--- src/rtl/tick_event_logger.sv ---
// ---------------------------------------------------------------------------
// tick_event_logger
//
// Captures one 64-bit entry {sample, ts_field} into an on-chip FIFO on every
// rising edge of the period tick while en is high. The host drains the FIFO
// as a stream of 16-bit words (ts[15:0], ts[31:16], ts[47:32], sample), one
// word per rd_en, with a single cycle of read latency.
//
// Optional feature (macro TICK_LOGGER_DELTA_EN):
//   defined   : ts_field = timestamp - last_ts (mod 2^48). last_ts follows
//               every successful push and is cleared on reset and on the
//               rising edge of en, so a run starts with an absolute stamp.
//   undefined : ts_field = timestamp; no last_ts register.
//
// Ports
//   clk        in   system clock, posedge
//   rst_n      in   asynchronous active-low reset
//   en         in   capture enable
//   tick       in   period tick (level; only its rising edge captures)
//   timestamp  in   48-bit free-running timestamp
//   sample     in   16-bit data word stored with the timestamp
//   rd_en      in   request the next 16-bit output word
//   rd_data    out  registered output word
//   rd_valid   out  1-cycle pulse, rd_data holds a fresh word
//   count      out  complete entries stored (0..DEPTH)
//   empty      out  count == 0
//   full       out  count == DEPTH
//   overflow   out  sticky: a capture was dropped on a full FIFO
//   clr_ovf    in   synchronous clear of overflow (a same-cycle drop wins)
// ---------------------------------------------------------------------------
module tick_event_logger #(
    parameter int DEPTH = 16,
    parameter int AW    = 4
) (
    input  logic          clk,
    input  logic          rst_n,
    input  logic          en,
    input  logic          tick,
    input  logic [47:0]   timestamp,
    input  logic [15:0]   sample,
    input  logic          rd_en,
    output logic [15:0]   rd_data,
    output logic          rd_valid,
    output logic [AW:0]   count,
    output logic          empty,
    output logic          full,
    output logic          overflow,
    input  logic          clr_ovf
);

    localparam logic [AW:0]   DEPTH_C = (AW+1)'(DEPTH);
    localparam logic [AW:0]   CNT_ONE = (AW+1)'(1);
    localparam logic [AW-1:0] PTR_ONE = AW'(1);

    logic          tick_d;
    logic [AW-1:0] wr_ptr;
    logic [AW-1:0] rd_ptr;
    logic [1:0]    word_idx;
    logic [63:0]   mem [DEPTH];

    logic          cap;
    logic          push;
    logic          drop;
    logic          rd_fire;
    logic          pop;
    logic [47:0]   ts_field;
    logic [15:0]   word_sel;

    assign empty = (count == '0);
    assign full  = (count == DEPTH_C);

    // One capture per tick rise. tick_d runs regardless of en, so a tick that
    // is already high when en rises does not capture until its next rise.
    assign cap  = tick & ~tick_d & en;
    // full is the registered value, so a capture that coincides with the
    // final-word pop of a full FIFO is still dropped.
    assign push = cap & ~full;
    assign drop = cap &  full;

    assign rd_fire = rd_en & ~empty;
    assign pop     = rd_fire & (word_idx == 2'd3);

`ifdef TICK_LOGGER_DELTA_EN
    logic        en_d;
    logic        en_rise;
    logic [47:0] last_ts;

    assign en_rise = en & ~en_d;
    // A capture in the very cycle en rises must see the cleared reference,
    // so the clear is folded in combinationally as well.
    assign ts_field = timestamp - (en_rise ? 48'd0 : last_ts);

    always_ff @(posedge clk or negedge rst_n) begin
        if (!rst_n) begin
            en_d    <= 1'b0;
            last_ts <= '0;
        end else begin
            en_d <= en;
            if (push) begin
                last_ts <= timestamp;
            end else if (en_rise) begin
                last_ts <= '0;
            end
        end
    end
`else
    assign ts_field = timestamp;
`endif

    // NOTE: the storage array has no reset; entries are only ever read after
    // being written, and only pointers/flags need a defined reset state.
    always_ff @(posedge clk) begin
        if (push) begin
            mem[wr_ptr] <= {sample, ts_field};
        end
    end

    // NOTE: every variable driven here gets a default first so no latch is
    // inferred when a case arm is missed.
    always_comb begin
        word_sel = mem[rd_ptr][15:0];
        case (word_idx)
            2'd1:    word_sel = mem[rd_ptr][31:16];
            2'd2:    word_sel = mem[rd_ptr][47:32];
            2'd3:    word_sel = mem[rd_ptr][63:48];
            default: word_sel = mem[rd_ptr][15:0];
        endcase
    end

    // NOTE: state registers use non-blocking assignments so every flop in
    // this block samples the pre-edge values of the others.
    always_ff @(posedge clk or negedge rst_n) begin
        if (!rst_n) begin
            tick_d   <= 1'b0;
            wr_ptr   <= '0;
            rd_ptr   <= '0;
            count    <= '0;
            word_idx <= '0;
            rd_data  <= '0;
            rd_valid <= 1'b0;
            overflow <= 1'b0;
        end else begin
            tick_d   <= tick;
            rd_valid <= rd_fire;

            if (push) begin
                wr_ptr <= wr_ptr + PTR_ONE;
            end

            if (rd_fire) begin
                rd_data  <= word_sel;
                word_idx <= word_idx + 2'd1;   // 3 wraps back to 0 on the pop
            end

            if (pop) begin
                rd_ptr <= rd_ptr + PTR_ONE;
            end

            // count tracks complete entries only; push+pop cancels out.
            if (push && !pop) begin
                count <= count + CNT_ONE;
            end else if (pop && !push) begin
                count <= count - CNT_ONE;
            end

            if (drop) begin
                overflow <= 1'b1;
            end else if (clr_ovf) begin
                overflow <= 1'b0;
            end
        end
    end

endmodule

--- config.mk ---
export PLATFORM = sky130hd
export DESIGN_NAME = tick_event_logger
export DESIGN_NICKNAME = d
export VERILOG_FILES = /design/src/rtl/tick_event_logger.sv
export SDC_FILE = /design/constraint.sdc
export NUM_CORES = 1
export LEC_CHECK = 0
export CORE_MARGIN = 5
export CORE_UTILIZATION = 35
export CTS_CLUSTER_DIAMETER = 150
export CTS_CLUSTER_SIZE = 8
export DETAILED_ROUTE_END_ITERATION = 8
export GPL_TIMING_DRIVEN = 0
export PLACE_DENSITY = 0.53
export SLEW_MARGIN = 20
export SYNTH_ARGS = -nofsm -noshare
export SYNTH_HDL_FRONTEND = slang
export SYNTH_SLANG_ARGS = --single-unit
--- constraint.sdc ---
create_clock -name clk -period 17.88 [get_ports clk]
set_input_delay 3.576 -clock clk [delete_from_list [all_inputs] [get_ports clk]]
set_output_delay 3.576 -clock clk [all_outputs]
set_load 0.05 [all_outputs]
Yosys cells after proc, flatten, opt, wreduce, memory -nomap -nowiden
Memory sizes are Yosys's and may differ from the RTL's.
Index checks and enable logic that the tools add are counted.
- bits in registers: 34
- bits in writable memories: 1024
- input bits: 70
- output and inout port bits: 25
- word-level logic and storage cells: 41
- memories kept: 1
- memory list (memory ; words ; width ; read ports ; clocked after Yosys merged registers in ; write ports ; RTL line ; source):
    mem ; 16 ; 64 ; 1 ; 0 ; 1 ; 59 ; logic [63:0] mem [DEPTH];
- add/subtract/negate cells: 5
- equality and inequality tests: 4
- mux-type cells: 7
- bitwise logic cells: 9
- reduce and logical (&&, ||, !) cells: 7
- operator list (cell ; count):
    16-bit case mux with 3 select lines ; 1
    5-bit two-way mux ; 2
    4-bit by 1-bit adder with 4-bit output (second input constant) ; 2
    1-bit bitwise AND ; 6
    5-bit by 1-bit adder with 5-bit output (second input constant) ; 1
    5-bit == test (second input constant) ; 1
    5-bit logical NOT ; 1
    5-bit by 1-bit subtractor with 5-bit output (second input constant) ; 1
    2-bit == test (second input constant) ; 2
    1-bit two-way mux ; 4
    2-bit nonzero test ; 2
    1-bit inverter ; 3
    2-bit by 1-bit adder with 2-bit output (second input constant) ; 1
    2-bit by 1-bit == test with 1-bit output (second input constant) ; 1
    1-bit logical AND ; 2
    1-bit logical NOT ; 2

Depth between registers and ports, before layout
- depth in word-level cells: 8
- gate-level depth with buffers: 12
- mapped depth without buffers: 11

Worst setup path before layout
OpenSTA, ideal clock, no wires.
- path type: input -> register
- from: input en
- to: memory mem[7][0], enable pin
- setup time: 0.565 ns
- data arrival time: 8.644 ns
- setup slack: 8.672 ns
- cell stages on the path: 4
- buffers on the path: 0
- cell sequence: nand3b_1 -> a21oi_1 -> nand2_1 -> nor3_1
- cells in the longest elaborated chain, start to end: 4
- RTL lines (what ; RTL line ; source):
    start: declaration ; 37 ; input logic en,
    1-bit bitwise AND ; 74 ; assign cap = tick & ~tick_d & en;
    1-bit bitwise AND ; 77 ; assign push = cap & ~full;
    net push ; 62 ; logic push;
    1-bit two-way mux ; 113 ; if (push) begin
    1-bit two-way mux (not written as such) ; 114 ; mem[wr_ptr] <= {sample, ts_field};
    end: declaration ; 59 ;
The timed path passes the listed nets, and every way through them passes these cells.

Worst setup path after layout
- from: input tick
- to: memory mem[7][14], enable pin
- cells in the longest elaborated chain, start to end: 5
- RTL lines (what ; RTL line ; source):
    start: declaration ; 38 ; input logic tick,
    1-bit bitwise AND (2 in a row) ; 74 ;
    1-bit bitwise AND ; 77 ;
    net push ; 62 ;
    1-bit two-way mux ; 113 ;
    1-bit two-way mux (not written as such) ; 114 ;
The timed path passes the listed nets, and every way through them passes these cells.

==> flow_summary.ini <==
[clock_network]
clk_latency_ps = 730
htree_levels = 4
clk_path_buf_depth = 3
clockRootBuffer = clkbuf_16
tritoncts = done
cts_buffers = 150
post-cts-setup-buffers = 0
clock_sinks = 1058
clkTransAtPathRegs_ps = 50
ctsResizeCount = 0
holdBufCountCts = 0

[min_path]
worstHoldEndpoint = overflow
whs_path_depth = 2
hp-class = reg -> reg
min_from = overflow

[worst_setup_path]
path_class = in -> reg
worst-path-buf-inv = 6
cpMostUsedCell = buf_4
end_kind = flop
regToRegSetupSlack_ps = 14410
crit_chain = clkdlybuf4s50_1, nand3b_1, a21oi_1, nand2_1, nor3_2, buf_6, buf_4, buf_4, buf_4, buf_4
max_stage_delay_ps = 600
r2r_end = mem[7][14]
critical-path-top-delay-family = buffers and inverters
timing.rr.start = tick_d
crit_arrival_ps = 6800
reg2reg_depth = 9
crit_slowest_cell = a21oi_1
worst_setup_path_start_kind = input port
cp_max_fo = 9
critical_path_required_ps = 18300

[logic_synthesis]
ys_async_sr_fraction_pct = 3.21
synth_edf_count = 1024
synth-xor-area-share_pct = 0.256
synthesis.area_sq_mm = 0.0411
ys_seq_area_share_pct = 76.9
ys_top_cells_by_count = edfxtp_1 (1024), mux2i_1 (289), mux4_2 (143)
synth-warning-count = 0
yosysTopAreaCell = edfxtp_1
synth_ff_type = edfxtp_1
ys_types = 49
synth_compound_area_share_pct = 3.50
yosysMostFrequentCell = edfxtp_1
syn_area_per_cell_sq_um = 20.4
syn_nets = 2102
synth_top_family_by_area = multiplexers
synth.top_cell.area_share_pct = 74.8
synth.mux.area_fraction_pct = 15.0
synth-seq-cells = 1058
synth_cells = 2018
synth_adder_area_share_pct = 0.444
ys_top_cells_by_area = edfxtp_1 (75%), mux4_2 (7.8%), mux2i_1 (7.0%)
yosys.area_share.simple_pct = 2.07

[global_routing]
grt_usage_pct = 19.3
grt_overflow = 0
antenna_found_initial = 7
grt_pass1_wl_microns = 170000
grt_max_degree = 35
grt_pass1_vias = 22600

[placement]
io_buffer_count = 94
gp_congestion = 0.785
placed_area_sq_mm = 0.0452
dp_hpwl_microns = 78900

[detailed_routing]
drt_iter0_drc = 2165
vias = 21600
wl_microns = 122000
viasPerCell = 5.46
ant_nets = 0
wl_per_cell_microns = 30.8
drt_pass1_iterations = 6
route.detailed.drc = 0

[layout]
post-route-cell-area_sq_mm = 0.0494
multi_input_area_sq_mm = 0.00882
area_growth_pct = 20.1
drive_gt1_share_pct = 20.1
nets = 2427
regArea_sq_mm = 0.0316
fillCellCount = 10100

[power]
p_int_mw = 5.22
seqPwrFrac_pct = 37.5
ir_worst_vdd_mv = 0.112
p_leak_nw = 16.4
p_sw_mw = 2.47
p_clk_share_pct = 33.3
powerDensity_mw_per_mm2 = 156
combPwrFrac_pct = 29.2
swShare_pct = 32.1

[die]
die_w_microns = 353
design.core.area_sq_mm = 0.117
dieArea_sq_mm = 0.124
initial_core_util_pct = 35.3
io_pins = 95
die_h_microns = 353
placement_rows = 125

[timing]
worst_pin_slew_ps = 1170
setup_viol = 0
fmax_mhz = 157
slew_headroom_pct = 21.8
rsz0062_at_grt = false
timing.setup.tns_ps = 0
timing.final.crit_share_pct = 35.7
slew_viol_final = 0
finalHoldViolCount = 0
finalCriticalPeriod_ps = 6380
finClkSkew_ps = 22.6

[run_status]
status = complete, no violations

[job]
maxCapViolCount = 0
## power groups by stage
stage	clock network [mW]	registers [mW]	logic, mW
after detailed placement	0	2.93	2.26
after global placement	0	2.94	2.22
after global routing	2.73	2.89	2.36
final	2.56	2.88	2.24
after CTS	2.61	2.88	2.27
after floorplan	0	2.99	1.31
## stage by stage
step | hold slack (ps) | power [mW] | setup slack [ps] | utilization (%) | instances
final | 536 | 7.69 | 11500 | 42.4 | 3954
after global routing | 542 | 7.97 | 11320 | 42.4 | 3951
after CTS | 538 | 7.76 | 11450 | 42.4 | 3951
after detailed placement | 529 | 5.19 | 10690 | 38.8 | 3715
after global placement | 528 | 5.16 | 1320 | 37.7 | 3636
after floorplan | 515 | 4.29 | 8670 | - | 2018
## worst reg2reg max path, cell delays in order (launching register included)
cell,delay [ps]
dfrtp_1,350
nand3b_1,230
a21oi_1,600
nand2_1,310
nor3_2,600
buf_6,230
buf_4,180
buf_4,210
buf_4,220
buf_4,210
## placed cells by master, fill, tap and decap left out, types with 6 or more instances in the layout
master / count
edfxtp_1: 1024
mux2i_1: 289
clkbuf_16: 152
mux4_2: 143
clkbuf_1: 94
clkdlybuf4s50_1: 93
a22oi_1: 68
buf_4: 63
nand2_1: 56
nand3_1: 43
a21oi_1: 36
dfrtp_1: 34
buf_6: 31
buf_2: 29
o22ai_1: 19
buf_12: 19
a22o_1: 18
buf_16: 15
ha_1: 13
nor2b_1: 12
nor2_1: 12
inv_1: 12
nand4_1: 10
a31oi_1: 10
xnor2_1: 10
nor3_1: 9
o21ai_0: 8
buf_1: 8
and2_4: 8
o221ai_1: 7
o22a_1: 7
o31a_1: 7
a211oi_1: 6
inv_6: 6
## metal layers
metal	part of all wire, %	wire, microns	GRT usage, %	vias up
li1	-	-	-	8977
met3	6.2	7550	3.74	206
met4	3.1	3740	6.26	4
met2	48	58700	31.8	783
met5	0.021	26	0	-
met1	42	51700	25.9	11600
## registers in the layout, indices dropped and copies added, names as in the netlist, 2 cells and up
name      count
count         5
mem        1024
rd_data      16
rd_ptr        4
word_idx      2
wr_ptr        4
## layout make-up
class	instances	share of cell area (%)
diodes	3	0.0152
plain buffers	107	1.46
clock buffers	225	8.25
clock inverters	11	0.263
inverters	13	0.0988
multi-input cells	840	17.9
flip-flops and latches	1058	64.0
well taps	1524	3.86
repair buffers	173	4.21
## worst max path at each step
stage | startpoint | slack, ps | to | cells past startpoint
after floorplan | en | 8670 | mem[7][0] | 4
after global placement | tick | 1320 | mem[6][14] | 5
after detailed placement | tick | 10690 | mem[7][14] | 10
after CTS | tick | 11450 | mem[7][14] | 10
after global routing | tick | 11320 | mem[7][14] | 10
final | tick | 11500 | mem[7][14] | 10
## cells by family (layout without fill, tap and decap cells)
group                    after synthesis  after routing
multiplexers                         437            437
other                                  0              3
buffers and inverters                120            529
AO/OA/AOI/OAI                        202            202
XOR/XNOR                              12             12
flip-flops                          1058           1058
AND/OR/NAND/NOR                      175            175
adder cells (fa/ha/maj)               14             14
Note: power is estimated with default switching activity, not from simulation.
